--- config.mk ---
export PLATFORM = sky130hd
export DESIGN_NAME = vga_scan_gen
export DESIGN_NICKNAME = d
export VERILOG_FILES = /design/src/rtl/vga_scan_gen.sv
export SDC_FILE = /design/constraint.sdc
export NUM_CORES = 1
export LEC_CHECK = 0
export CELL_PAD_IN_SITES_DETAIL_PLACEMENT = 0
export CELL_PAD_IN_SITES_GLOBAL_PLACEMENT = 1
export CORE_MARGIN = 2
export CORE_UTILIZATION = 40
export CTS_CLUSTER_DIAMETER = 80
export DETAILED_ROUTE_END_ITERATION = 10
export DONT_BUFFER_PORTS = 1
export PLACE_DENSITY = 0.68
export SKIP_CTS_REPAIR_TIMING = 1
export SLEW_MARGIN = 20
export SYNTH_ARGS = -nofsm -noshare
export SYNTH_HDL_FRONTEND = slang
export SYNTH_SLANG_ARGS = --single-unit
--- constraint.sdc ---
create_clock -name clk -period 4.5 [get_ports clk]
set_input_delay 0.45 -clock clk [delete_from_list [all_inputs] [get_ports clk]]
set_output_delay 0.45 -clock clk [all_outputs]
set_load 0.05 [all_outputs]
--- src/rtl/vga_scan_gen.sv ---
// Raster scan generator and registered pixel output stage for a VGA display.
// Produces draw coordinates, then masks, syncs and registers the returned colour.
module vga_scan_gen #(
  parameter int H_ACTIVE = 1440,
  parameter int H_FP     = 80,
  parameter int H_SYNC   = 152,
  parameter int H_BP     = 232,
  parameter int V_ACTIVE = 900,
  parameter int V_FP     = 1,
  parameter int V_SYNC   = 3,
  parameter int V_BP     = 28,
  parameter int H_POL    = 0,
  parameter int V_POL    = 1
) (
  input  logic        clk,
  input  logic        rst,
  input  logic        pix_en,
  output logic [10:0] draw_x,
  output logic [9:0]  draw_y,
  output logic        active,
  input  logic [3:0]  draw_r,
  input  logic [3:0]  draw_g,
  input  logic [3:0]  draw_b,
  output logic [3:0]  vga_r,
  output logic [3:0]  vga_g,
  output logic [3:0]  vga_b,
  output logic        vga_hs,
  output logic        vga_vs,
  output logic        frame_start
);

  localparam int H_TOT = H_ACTIVE + H_FP + H_SYNC + H_BP;
  localparam int V_TOT = V_ACTIVE + V_FP + V_SYNC + V_BP;

  localparam logic [10:0] H_LAST   = 11'(H_TOT - 1);
  localparam logic [9:0]  V_LAST   = 10'(V_TOT - 1);
  localparam logic [10:0] H_VIS    = 11'(H_ACTIVE);
  localparam logic [9:0]  V_VIS    = 10'(V_ACTIVE);
  localparam logic [10:0] HS_FIRST = 11'(H_ACTIVE + H_FP);
  localparam logic [10:0] HS_LAST  = 11'(H_ACTIVE + H_FP + H_SYNC - 1);
  localparam logic [9:0]  VS_FIRST = 10'(V_ACTIVE + V_FP);
  localparam logic [9:0]  VS_LAST  = 10'(V_ACTIVE + V_FP + V_SYNC - 1);
  localparam logic        HS_ON    = (H_POL != 0);
  localparam logic        VS_ON    = (V_POL != 0);

  logic [10:0] h_cnt;
  logic [9:0]  v_cnt;
  logic        h_end;
  logic        v_end;
  logic        hs_win;
  logic        vs_win;

  assign h_end  = (h_cnt == H_LAST);
  assign v_end  = (v_cnt == V_LAST);
  assign active = (h_cnt < H_VIS) && (v_cnt < V_VIS);
  assign hs_win = (h_cnt >= HS_FIRST) && (h_cnt <= HS_LAST);
  assign vs_win = (v_cnt >= VS_FIRST) && (v_cnt <= VS_LAST);
  assign draw_x = h_cnt;
  assign draw_y = v_cnt;

  always_ff @(posedge clk or posedge rst) begin
    if (rst) begin
      h_cnt <= '0;
      v_cnt <= '0;
    end else if (pix_en) begin
      if (h_end) begin
        h_cnt <= '0;
        v_cnt <= v_end ? '0 : v_cnt + 10'd1;
      end else begin
        h_cnt <= h_cnt + 11'd1;
      end
    end
  end

  // Captures the pre-increment position so colour and syncs stay aligned.
  always_ff @(posedge clk or posedge rst) begin
    if (rst) begin
      vga_r       <= '0;
      vga_g       <= '0;
      vga_b       <= '0;
      vga_hs      <= ~HS_ON;
      vga_vs      <= ~VS_ON;
      frame_start <= 1'b0;
    end else begin
      frame_start <= 1'b0;
      if (pix_en) begin
        vga_r       <= active ? draw_r : 4'd0;
        vga_g       <= active ? draw_g : 4'd0;
        vga_b       <= active ? draw_b : 4'd0;
        vga_hs      <= hs_win ? HS_ON : ~HS_ON;
        vga_vs      <= vs_win ? VS_ON : ~VS_ON;
        frame_start <= h_end && v_end;
      end
    end
  end

endmodule

==> results of run 1 <==
registers in the layout, summed over array words and instances, names as in the netlist:
register     flops
frame_start      1
vga_vs           1
vga_hs           1
draw_x          11
vga_g            4
vga_r            4
draw_y          10
vga_b            4
power groups by stage:
stage               logic [mW]  clock network (mW)  registers [mW]
finish                  0.0924               0.230           0.560
global route             0.104               0.256           0.568
CTS                     0.0934               0.240           0.560
detailed placement      0.0942                   0           0.566
global placement        0.0904                   0           0.566
floorplan               0.0919                   0           0.544
worst max path at each step:
stage	cells after the start	to	slack [ns]	start
3_5_place_dp	4	active	1.84	draw_y[2]$_DFFE_PP0P_
5_1_grt	4	active	1.35	draw_y[2]$_DFFE_PP0P_
6_report	4	active	1.58	draw_y[2]$_DFFE_PP0P_
4_1_cts	4	active	1.53	draw_y[2]$_DFFE_PP0P_
2_1_floorplan	5	active	2.11	draw_y[2]$_DFFE_PP0P_
3_3_place_gp	4	active	1.93	draw_y[2]$_DFFE_PP0P_
through the flow:
step,instances,util (%),total power [mW]
after CTS,233,45.8,0.893
after global routing,233,45.8,0.927
after global placement,225,43.6,0.657
after detailed placement,225,43.6,0.660
after floorplan,180,-,0.635
final,233,45.8,0.882
Yosys cell counts, types with 2 or more instances:
library cell | n | share of area [%]
buf_2 | 2 | 0.58
clkbuf_1 | 4 | 0.86
dfrtp_1 | 35 | 50
ha_1 | 4 | 2.9
inv_1 | 20 | 4.3
mux2_2 | 2 | 1.3
nand2_1 | 29 | 6.3
nand3_1 | 5 | 1.4
nand4_1 | 6 | 2.2
nor2_1 | 14 | 3.0
nor3_1 | 2 | 0.58
nor4_1 | 2 | 0.72
o21ai_0 | 7 | 2.0
o21ai_1 | 2 | 0.58
o22ai_1 | 13 | 4.7
xnor2_1 | 5 | 2.5
xor2_1 | 8 | 4.0
kinds of logic (layout without fill, tap and decap cells):
| family | count (synthesis) | count (layout) |
|---|---|---|
| and+or+nand+nor | 70 | 70 |
| DFF | 36 | 36 |
| AOI/OAI and AO/OA | 28 | 28 |
| buffers and inverters | 27 | 30 |
| xor gates and xnor gates | 13 | 13 |
| adders and majority gates | 4 | 4 |
| muxes | 2 | 2 |
per-layer routing:
metal  global-route usage, %  part of all wire (%)  wire (um)  vias to the layer above
li1                        -                     -          -                      620
met1                    21.8                    49       1760                      599
met2                    22.3                    43       1560                       49
met3                    4.62                   7.4        267                        5
met4                    4.49                  0.97         35                        0
met5                       0                     0          0                        -
critical path, stage by stage, from the launching register on:
cell and delay, ns:
dfrtp_1 0.74, or4_1 0.24, nor2_1 0.04, o21ai_1 0.70, inv_1 0.46
final cells by class:
cell class / instances / area, um^2 / area share [%]
Timing Repair Buffer: 2 / 15.0 / 0.802
Clock buffer: 8 / 90.1 / 4.81
Sequential cell: 36 / 902 / 48.2
Tap cell: 50 / 62.6 / 3.34
Inverter: 20 / 75.1 / 4.01
Multi-Input combinational cell: 117 / 728 / 38.9
==> run summary, run 1 <==
CTS Buf Count = 5
Sw Pwr = 0.354 mW
Power per cell area = 471 mW/mm^2
Post-synthesis average cell area = 9.66 um^2
R2R Setup Slk = 2.09 ns
Via count = 1273
Pin count of the biggest net entering global routing = 37
Clock Pin Slew Worst Setup and Hold Paths = 0.07 ns
Clk network pwr share = 26.0%
DRC = 0
Worst vdd ir = 239 uV
Design Area, Final = 0.00187 mm^2
Synth Area in Adders = 2.88%
Outcome = finished, final reports clean
Final period util = 64.8%
Post-Synth Simple-Gate Area = 21.0%
CP Max Fanout = 13
Clk_lat worst skew = 0.28 ns
Tot GR Track Use = 15.2%
R2R depth = 7
XOR/XNOR Fraction of Synth Area = 6.55%
Crit path DAT = 2.47 ns
Input/output buffers = 0
Fraction of registers with async set/reset = 100%
RSZ-0062 raised after global routing = false
Cell Area, Synth = 0.00174 mm^2
Ys flop type = dfrtp_1
Drt first pass iters = 4
Initial Util = 42.5%
Final hold violation count = 0
Worst r2r dst = draw_y[9]$_DFFE_PP0P_
Remaining antenna violation count = 0
Die area = 0.00489 mm^2
Antenna Cells = 0
Max Cap Viol = 0
Final net count = 201
DR vias/cell = 5.46
Die H = 69.9 um
Crit. End Element = output port
Post-synthesis sequential area ratio = 51.9%
Leakage = 0.866 nW
Final WS setup = 1.58 ns
Grt ovf = 0
CTS Buffer Depth = 2
Sw Share = 40.1%
Die extent in x = 69.9 um
Min-Delay Path Class = input port to asynchronous set/reset pin
Clock root buffer = clkbuf_8
P_int = 0.529 mW
Post-Syn Instances = 180
Yosys warning count = 0
Post-Place Setup Slack = 1.84 ns
CTS tree = yes
Largest family of logic cells by synthesized area = simple AND/OR/NAND/NOR gates
Reg-to-reg critical path startpoint = draw_x[0]$_DFFE_PP0P_
Layout cells sized above 1 = 8.74%
Area grow syn2layout = 7.78%
Max_slew headroom = 41.5%
Post-DP HPWL = 2520 um
Global-route wire length before repair = 5930 um
Number of cell rows = 23
# setup viols final = 0
CTS Sinks = 36
DR WL/cell = 15.5 um
Post-synthesis mux area share = 1.30%
Crit path kind = flop to output port
Initial antenna violation count = 0
Layout fillers = 395
Drt first-iter violations = 60
Number of synthesized flops with an enable pin = 0
Compound-Gate Fraction of Synth Area = 10.2%
Tmin final = 2.92 ns
Worst endpoint required time = 4.05 ns
Critical Path Start Type = flop
TNS Setup = 0 ns
Vias in the first global route = 1187
Measured slew at the worst slew-check pin = 0.872 ns
I/O pins = 52
#FFs+latches synth = 36
Synth Net Count = 199
Htree depth = 2
Max Clock Skew = 0.00564 ns
Power share of the sequential group = 63.5%
Pins over their slew limit = 0
Hold WS = 0.157 ns
Core area = 0.00409 mm^2
Gate power share = 10.5%
Most frequent cells in the layout = dfrtp_1 (35), nand2_1 (29), inv_1 (20), nor2_1 (14), o22ai_1 (13)
Yosys cell types = 37
Area after DPL = 0.00178 mm^2
Gpl congestion = 0.775
Fmax = 343 MHz
Commonest non-fill, non-tap cell in the layout = dfrtp_1
Total Wirelength = 3620 um
Power figures use the tool's default switching activity.
==> run 2, diff against run 1 <==
- ABC_AREA: not set -> 1
- PLACE_DENSITY: 0.68 -> 0.7
- clock period: 4.5 -> 2.85 ns (I/O delays scaled with it)
==> run summary, run 2 <==
Die area = 0.00556 mm^2
RSZ-0062 raised after global routing = false
# setup viols final = 0
Remaining antenna violation count = 0
Max Clock Skew = 0.00558 ns
Post-synthesis sequential area ratio = 45.3%
Ranking of synthesized cells by area = dfrtp_1 (44%), nand2_1 (14%), inv_1 (6.4%), nand3_1 (4.5%), o21ai_0 (4.5%)
Total design power = 1.36 mW
Hold WS = -0.00653 ns
Pins over their slew limit = 0
Commonest non-fill, non-tap cell in the layout = nand2_1
Synth Net Count = 277
R2R depth = 7
CTS Sinks = 36
Fraction of registers with async set/reset = 100%
Leakage = 1.09 nW
Yosys cell types = 29
I/O pins = 52
Measured slew at the worst slew-check pin = 0.625 ns
CP Max Fanout = 13
Most frequent cell after synthesis = nand2_1
Cell Area, Synth = 0.00199 mm^2
Most frequent cells in the layout = nand2_1 (76), dfrtp_1 (35), inv_1 (34)
Drt first pass iters = 4
DR WL/cell = 14.0 um
Via count = 1666
Max Cap Viol = 0
Pin count of the biggest net entering global routing = 37
Layout cells sized above 1 = 14.8%
DR vias/cell = 4.94
Clock Pin Slew Worst Setup and Hold Paths = 0.07 ns
Critical Path Start Type = flop
Tot GR Track Use = 17.8%
Fmax = 402 MHz
Vias in the first global route = 1510
Clk_lat worst skew = 0.29 ns
#FFs+latches synth = 36
Final period util = 87.3%
Die H = 74.5 um
Grt ovf = 0
CTS tree = yes
Core area = 0.00475 mm^2
Total Wirelength = 4720 um
R2R Setup Slk = 0.96 ns
Outcome = finished with violations
Crit path DAT = 2.20 ns
Failing checks = hold timing
Final core utilization = 46.2%
TNS Setup = 0 ns
DRC = 0
Max reg flops = 11
Worst vdd ir = 212 uV
Drt first-iter violations = 64
Yosys warning count = 0
Synth top cells by count = nand2_1 (76), dfrtp_1 (35), inv_1 (34)
Global-route wire length before repair = 7360 um
Number of cell rows = 25
Max_slew headroom = 58.3%
Cell taking the most area after synthesis = dfrtp_1
Final hold violation count = 21
Number of synthesized flops with an enable pin = 0
CTS Buffer Depth = 2
Post-Syn Instances = 258
Input/output buffers = 0
Area grow syn2layout = 10.4%
Min-Delay Path Class = input port to asynchronous set/reset pin
CTS Buf Count = 5
Post-synthesis average cell area = 7.72 um^2
Gpl congestion = 0.863
Antenna Cells = 0
Post-DP HPWL = 3380 um
Reg-to-reg critical path startpoint = draw_x[9]$_DFFE_PP0P_
Tmin final = 2.49 ns
Initial antenna violation count = 0
Initial Util = 41.9%
Crit. End Element = output port
Final net count = 288
Worst endpoint required time = 2.57 ns
Ys flop type = dfrtp_1
Worst r2r dst = draw_y[7]$_DFFE_PP0P_
Power per cell area = 619 mW/mm^2
Htree depth = 2
Clock root buffer = clkbuf_8
Yosys top cell area share = 44.0%
Crit path kind = flop to output port
Die extent in x = 74.5 um
-- run 2: cells by family (layout without fill, tap and decap cells) --
logic type	Yosys count	after routing	share of synthesized area [%]
and+or+nand+nor	138	138	31.5
buffers and inverters	42	54	8.99
AOI/OAI and AO/OA	37	37	11.3
DFF	36	36	45.3
adders and majority gates	4	4	2.51
xor gates and xnor gates	1	1	0.440
-- run 2: power by group --
part           switching (mW)  internal, mW
sequential              0.174         0.552
combinational           0.173        0.0792
clock                   0.186         0.197
total                   0.533         0.828
-- run 2: routing by layer --
| layer | track usage (%) | share of wire [%] |
|---|---|---|
| met1 | 24.7 | 46 |
| met4 | 6.94 | 1.9 |
| met2 | 24.7 | 45 |
| met3 | 7.05 | 7.2 |
| met5 | 0 | 0 |
-- run 2: per-stage QoR --
stage / cell area, um^2 / cells / setup slack (ns)
floorplan: 1990 / 258 / 0.952
global placement: 2100 / 329 / 0.670
detailed placement: 2100 / 329 / 0.644
CTS: 2200 / 337 / 0.324
global route: 2200 / 337 / 0.203
finish: 2200 / 337 / 0.361
-- run 2: cell type report --
class	instances	area (um^2)
Fill cell	501	2560
Multi-Input combinational cell	180	910
Sequential cell	36	902
Inverter	37	141
Clock buffer	7	86.3
Tap cell	67	83.8
Timing Repair Buffer	9	67.6
Clock inverter	1	7.51
-- run 2: worst max-delay path by stage --
stage	startpoint	end	slack (ns)
floorplan	draw_y[5]$_DFFE_PP0P_	active	0.95
finish	draw_y[3]$_DFFE_PP0P_	active	0.36
global route	draw_y[3]$_DFFE_PP0P_	active	0.20
global placement	draw_y[3]$_DFFE_PP0P_	active	0.67
CTS	draw_y[3]$_DFFE_PP0P_	active	0.32
detailed placement	draw_y[3]$_DFFE_PP0P_	active	0.64
-- run 2: critical path, stage by stage, from the launching register on --
cell	delay, ns
dfrtp_1	0.60
inv_1	0.22
nand2_1	0.10
o21ai_0	0.20
nand3_2	0.34
inv_1	0.46
